<file path="config.mk">
export PLATFORM = sky130hd
export DESIGN_NAME = turf_surf_cmd_serializer
export DESIGN_NICKNAME = d
export VERILOG_FILES = /design/src/rtl/turf_surf_cmd_serializer.sv
export SDC_FILE = /design/constraint.sdc
export NUM_CORES = 1
export LEC_CHECK = 0
export CAP_MARGIN = 40
export CORE_AREA = 4 4 114 116
export CTS_CLUSTER_SIZE = 10
export DETAILED_ROUTE_END_ITERATION = 8
export DIE_AREA = 0 0 118 120
export DONT_BUFFER_PORTS = 1
export PLACE_DENSITY = 0.51
export SLEW_MARGIN = 20
export SYNTH_ARGS = -nofsm -noshare
export SYNTH_HDL_FRONTEND = slang
export SYNTH_SLANG_ARGS = --single-unit
</file>
<file path="constraint.sdc">
create_clock -name clk33_i -period 2.8 [get_ports clk33_i]
set_input_delay 0.42 -clock clk33_i [delete_from_list [all_inputs] [get_ports clk33_i]]
set_output_delay 0.42 -clock clk33_i [all_outputs]
set_load 0.02 [all_outputs]
</file>
<file path="src/rtl/turf_surf_cmd_serializer.sv">
// TURF -> SURF command serializer: START, BUF, EVID (+PARITY) MSB first.
// Optional trailing parity bit enabled by defining TURF_CMD_PARITY_EN.
module turf_surf_cmd_serializer #(
  parameter int NUM_SURFS  = 12,
  parameter int GAP_CYCLES = 4
) (
  input  logic                 clk33_i,
  input  logic                 rst_n_i,
  input  logic                 cmd_valid_i,
  output logic                 cmd_ready_o,
  input  logic [31:0]          cmd_evid_i,
  input  logic [1:0]           cmd_buf_i,
  input  logic [NUM_SURFS-1:0] surf_mask_i,
  input  logic                 clr_all_i,
  output logic [NUM_SURFS-1:0] CMD_o,
  output logic                 busy_o,
  output logic [15:0]          frame_count_o
);

`ifdef TURF_CMD_PARITY_EN
  localparam int FRAME_LEN = 36;
`else
  localparam int FRAME_LEN = 35;
`endif

  typedef enum logic [1:0] {
    IDLE  = 2'd0,
    SHIFT = 2'd1,
    GAP   = 2'd2
  } state_t;

  state_t               state_q;
  state_t               state_d;
  logic [5:0]           bit_cnt;
  logic [3:0]           gap_cnt;
  logic [FRAME_LEN-1:0] shreg;
  logic [FRAME_LEN-1:0] frame_w;
  logic [NUM_SURFS-1:0] mask_q;
  logic [NUM_SURFS-1:0] cmd_q;
  logic [15:0]          frame_cnt;
  logic                 ready_q;
  logic                 accept;

  assign accept = cmd_valid_i && ready_q;

`ifdef TURF_CMD_PARITY_EN
  assign frame_w = {1'b1, cmd_buf_i, cmd_evid_i,
                    ^{cmd_buf_i, cmd_evid_i}};
`else
  assign frame_w = {1'b1, cmd_buf_i, cmd_evid_i};
`endif

  // State register
  always_ff @(posedge clk33_i or negedge rst_n_i) begin
    if (!rst_n_i) state_q <= IDLE;
    else          state_q <= state_d;
  end

  // Next-state logic; clear overrides everything
  always_comb begin
    state_d = state_q;
    if (clr_all_i) begin
      state_d = GAP;
    end else begin
      unique case (state_q)
        IDLE:    if (accept) state_d = SHIFT;
        SHIFT:   if (bit_cnt == 6'd0) state_d = GAP;
        GAP:     if (gap_cnt == 4'd0) state_d = IDLE;
        default: state_d = IDLE;
      endcase
    end
  end

  // Outputs derived from state
  always_comb begin
    busy_o        = (state_q != IDLE);
    cmd_ready_o   = ready_q;
    CMD_o         = cmd_q;
    frame_count_o = frame_cnt;
  end

  // Datapath: latch command, shift bits out, count gap and frames
  always_ff @(posedge clk33_i or negedge rst_n_i) begin
    if (!rst_n_i) begin
      ready_q   <= 1'b0;
      cmd_q     <= '0;
      shreg     <= '0;
      mask_q    <= '0;
      bit_cnt   <= '0;
      gap_cnt   <= '0;
      frame_cnt <= '0;
    end else begin
      ready_q <= (state_d == IDLE);
      if (clr_all_i) begin
        cmd_q   <= '0;
        shreg   <= '0;
        gap_cnt <= 4'(GAP_CYCLES - 1);
      end else begin
        unique case (state_q)
          IDLE: begin
            cmd_q <= '0;
            if (accept) begin
              shreg   <= frame_w;
              mask_q  <= surf_mask_i;
              bit_cnt <= 6'(FRAME_LEN - 1);
            end
          end
          SHIFT: begin
            cmd_q   <= {NUM_SURFS{shreg[FRAME_LEN-1]}} & ~mask_q;
            shreg   <= {shreg[FRAME_LEN-2:0], 1'b0};
            bit_cnt <= bit_cnt - 6'd1;
            if (bit_cnt == 6'd0) begin
              gap_cnt   <= 4'(GAP_CYCLES - 1);
              frame_cnt <= frame_cnt + 16'd1;
            end
          end
          GAP: begin
            cmd_q <= '0;
            if (gap_cnt != 4'd0) gap_cnt <= gap_cnt - 4'd1;
          end
          default: cmd_q <= '0;
        endcase
      end
    end
  end

endmodule
</file>
==> key figures <==
Outcome
  • Run status: completed

GRT
  • Initial antenna violation count: 1
  • Number of global-route vias before repair: 2686
  • Combined global-route utilization of all metal layers: 0.1201
  • First-pass GRT wire length: 13.59 mm
  • Largest net degree at the start of global routing: 89
  • Overflow after GRT: 0

Clocking
  • Clock transition at path regs: 0.06 ns
  • Number of clock buffers inserted by TritonCTS: 9
  • Clock insertion delay at the later pin of the skew report: 0.34 ns
  • Worst-case clock buffer depth: 2
  • Number of sinks on the clock net: 88
  • H-Tree Depth: 3
  • Buffer type at the clock tree root: sky130_fd_sc_hd__clkbuf_16
  • TritonCTS clock tree: built
  • # resized after CTS: 0

Timing
  • Final total negative setup slack: 0 ns
  • Final period util: 0.6774
  • Endpoints failing hold: 0
  • Endpoints failing setup: 0
  • Peak clock frequency supported by timing: 0.5272 GHz
  • Final Max Tran Viols: 0
  • Unrepaired setup endpoints after global routing: false
  • Final period demand of the worst path: 1.897 ns
  • Fin worst setup slack: 0.9032 ns
  • Pin slew with the least headroom to its limit: 0.5915 ns
  • Clock Skew: 0.005349 ns
  • Tightest slew margin relative to the limit: 0.6001

Drt
  • Highest routed layer: met5
  • Vias per std cell: 5.052
  • Routed met2 length: 3.721 mm
  • Detailed-router iteration count before antenna repair: 4
  • Routed length on met1: 3.569 mm
  • Via count: 2541
  • Routed length per placed instance: 16.01 um
  • Number of design rule violations left after detail routing: 0
  • Iter 0 DRT Violations: 129
  • Number of routed nets with antenna violations: 0
  • Final routed wirelength across all metal layers: 8.053 mm
  • Met3 wirelength from detailed routing: 639 um

Floorplanning
  • Die Area: 14160 um2
  • Initial standard-cell utilization of the core: 0.3339
  • I/O pins: 80
  • Number of core rows: 40
  • Floorplan core area: 11910 um2
  • Die extent in y: 120 um
  • Width of the die: 118 um

Pwr
  • Internal: 2142 uW
  • Power spent charging and discharging nets: 666.0 uW
  • Clock power share: 0.428
  • Part of the total power dissipated in sequential elements: 0.495
  • Combinational share of power: 0.077
  • Leakage power: 0.001931 uW
  • Net Sw Frac: 0.2372
  • IR drop worst, VDD: 356.4 uV
  • Power density normalized to cell area: 635.1 nW/um2

Critical path
  • CP max FO: 6
  • Critical path endpoint category: flip-flop
  • Critical path type: reg -> reg
  • Number of buffers and inverters on the critical path: 1
  • Standard cell with the maximum stage delay on the critical path: sky130_fd_sc_hd__dfrtp_1
  • Slowest Stage Delay on Critical Path: 0.37 ns
  • Startpoint Class: flip-flop
  • Ordered list of cells on the worst path: inv_1 -> ha_1 -> nor2b_1 -> nand2_1 -> o211ai_2 -> mux2_2
  • CP Data Required Time: 3.03 ns
  • Top Family by Delay on Critical Path: simple AND/OR/NAND/NOR gates
  • Arrival time at the worst endpoint: 2.12 ns
  • Crit Reg-Reg Startpoint: bit_cnt[0]$_DFFE_PN0P_
  • Critical path launch point: bit_cnt[0]$_DFFE_PN0P_

Finish
  • Signed area change from the synthesized netlist to the final layout: 11.14%
  • Antenna cells: 0
  • Layout cells sized above 1: 0.1124
  • # nets final: 406

Worst hold path
  • Launch point of the worst hold path: clr_all_i
  • Worst min path class: in -> reg

Synth
  • Post-synthesis sequential area ratio: 0.5536
  • Mapped cell area: 3978 um2
  • Most frequently used flop master after synthesis: sky130_fd_sc_hd__dfrtp_1
  • Net count of the mapped netlist: 410
  • Netlist cell types: 39
  • Register bit total from synthesis: 88
  • Top-count cell post-synth: sky130_fd_sc_hd__dfrtp_1
  • Main area contributors after synthesis: sky130_fd_sc_hd__dfrtp_1, sky130_fd_sc_hd__mux2i_1, sky130_fd_sc_hd__a211oi_1
  • Number of synthesized flops with an enable pin: 0
  • Fraction of registers with async set or reset after synthesis: 1.000
  • Post-synthesis cell count: 355
  • Average footprint of a synthesized cell: 11.20 um2
  • Largest area contributor in the netlist: sky130_fd_sc_hd__dfrtp_1
  • Commonest cells in the synthesized netlist: sky130_fd_sc_hd__dfrtp_1, sky130_fd_sc_hd__nor2_1, sky130_fd_sc_hd__a211oi_1, sky130_fd_sc_hd__mux2i_1, sky130_fd_sc_hd__nand2_1
  • Top-area cell type share of the netlist area: 0.5536
  • Total number of yosys warnings: 0

Run
  • Number of max-cap violations: 0

Placed design
  • Last weighted congestion value of the routability-driven placer: 0.7458
  • DP HPWL: 5.350 mm
  • Number of I/O port buffers: 0
  • Worst slack, placed: 0.9275 ns
==> power groups by stage <==
stage                     clock network (uW)  registers [uW]  logic [uW]
after CTS                               1250            1390         222
after global placement                     0            1410         181
after detailed placement                   0            1410         189
after global routing                    1310            1400         256
final                                   1200            1390         217
after floorplan                            0            1390         179
==> logic make-up (layout without fill, tap and decap cells) <==
logic type / count (synthesis) / count (layout) / synth area share
AOI/OAI and AO/OA: 48 / 48 / 0.08745
xor gates and xnor gates: 18 / 18 / 0.03963
adders and majority gates: 5 / 5 / 0.01573
buffers and inverters: 32 / 33 / 0.04026
DFF: 88 / 88 / 0.5536
muxes: 46 / 46 / 0.1198
and+or+nand+nor: 118 / 118 / 0.1434
==> path summary, 6_finish.rpt <==
| path | slack (ns) | depth (start not counted) | to |
|---|---|---|---|
| max in group asynchronous | 1.77 | 2 | shreg[0]$_DFFE_PN0P_ |
| setup / recovery | 0.90 | 6 | gap_cnt[1]$_DFFE_PN0P_ |
| hold / removal | 0.14 | 1 | shreg[28]$_DFFE_PN0P_ |
| min in group asynchronous | 0.63 | 2 | frame_count_o[3]$_DFFE_PN0P_ |
| setup reg to reg | 0.90 | 6 | gap_cnt[1]$_DFFE_PN0P_ |
| hold reg to reg | 0.42 | 1 | CMD_o[7]$_DFF_PN0_ |
==> placed cells by master, fill, tap and decap left out, types with 2 or more instances in the layout <==
master                      Yosys  routed
sky130_fd_sc_hd__dfrtp_1       88      88
sky130_fd_sc_hd__nor2_1        57      56
sky130_fd_sc_hd__a211oi_1      34      34
sky130_fd_sc_hd__mux2i_1       33      33
sky130_fd_sc_hd__nand2_1       18      18
sky130_fd_sc_hd__mux2_2        13      13
sky130_fd_sc_hd__inv_1         12      12
sky130_fd_sc_hd__nor3_1        11      11
sky130_fd_sc_hd__xnor2_1       11      11
sky130_fd_sc_hd__clkbuf_16      0       9
sky130_fd_sc_hd__nand3_1        8       8
sky130_fd_sc_hd__xor2_1         7       7
sky130_fd_sc_hd__ha_1           5       5
sky130_fd_sc_hd__a21oi_1        4       4
sky130_fd_sc_hd__and3_1         3       3
sky130_fd_sc_hd__nand4_1        3       3
sky130_fd_sc_hd__buf_4          4       3
sky130_fd_sc_hd__a21o_1         2       2
sky130_fd_sc_hd__or3b_2         2       2
sky130_fd_sc_hd__nor4_1         2       2
sky130_fd_sc_hd__and4_1         2       2
sky130_fd_sc_hd__o21ai_0        2       2
sky130_fd_sc_hd__nor4b_1        2       2
sky130_fd_sc_hd__or3_1          2       2
sky130_fd_sc_hd__o22ai_1        2       2
sky130_fd_sc_hd__clkinv_2       0       2
==> flip-flops by register name (all words and copies together) (netlist names) <==
register       count
shreg             35
frame_count_o     16
CMD_o             12
mask_q            12
bit_cnt            6
gap_cnt            4
state_q            2
cmd_ready_o        1
==> metrics by stage <==
| stage | std cells | hold slack (ns) | cell area, um2 | total power (uW) | utilization |
|---|---|---|---|---|---|
| 6_report | 503 | 0.1442 | 4420 | 2808 | 0.3711 |
| 5_1_grt | 503 | 0.1214 | 4420 | 2964 | 0.3711 |
| 4_1_cts | 503 | 0.1289 | 4420 | 2859 | 0.3711 |
| 3_5_place_dp | 485 | 0.1286 | 4084 | 1603 | 0.3429 |
| 3_3_place_gp | 485 | 0.1287 | 4084 | 1592 | 0.3429 |
| 2_1_floorplan | 355 | 0.1244 | 3978 | 1570 | - |
==> metal layers <==
| metal | GRT usage | vias to the layer above |
|---|---|---|
| met3 | 0.05938 | 14 |
| li1 | - | 1229 |
| met1 | 0.1483 | 1235 |
| met2 | 0.1825 | 61 |
| met5 | 0 | - |
| met4 | 0.04176 | 2 |
==> worst register-to-register path: stages, from the launching register on <==
cell                       delay, ns
sky130_fd_sc_hd__dfrtp_1        0.37
sky130_fd_sc_hd__inv_1          0.11
sky130_fd_sc_hd__ha_1           0.14
sky130_fd_sc_hd__nor2b_1        0.32
sky130_fd_sc_hd__nand2_1        0.15
sky130_fd_sc_hd__o211ai_2       0.32
sky130_fd_sc_hd__mux2_2         0.37
==> area by class of cell <==
class                   instances  area (um2)
fillers                      1208        7491
flip-flops and latches         88        2202
multi-input cells             235        1630
clock buffers                  11       242.7
well taps                     147       183.9
repair buffers                  5       60.06
clock inverters                 5       56.30
inverters                      12       45.04
==> repair_timing <==
action | CTS | global route
hold buffers | 2 | 0
hold endpoints to repair | 88 | 0
setup buffers | 0 | 0
Power figures use the tool's default switching activity.
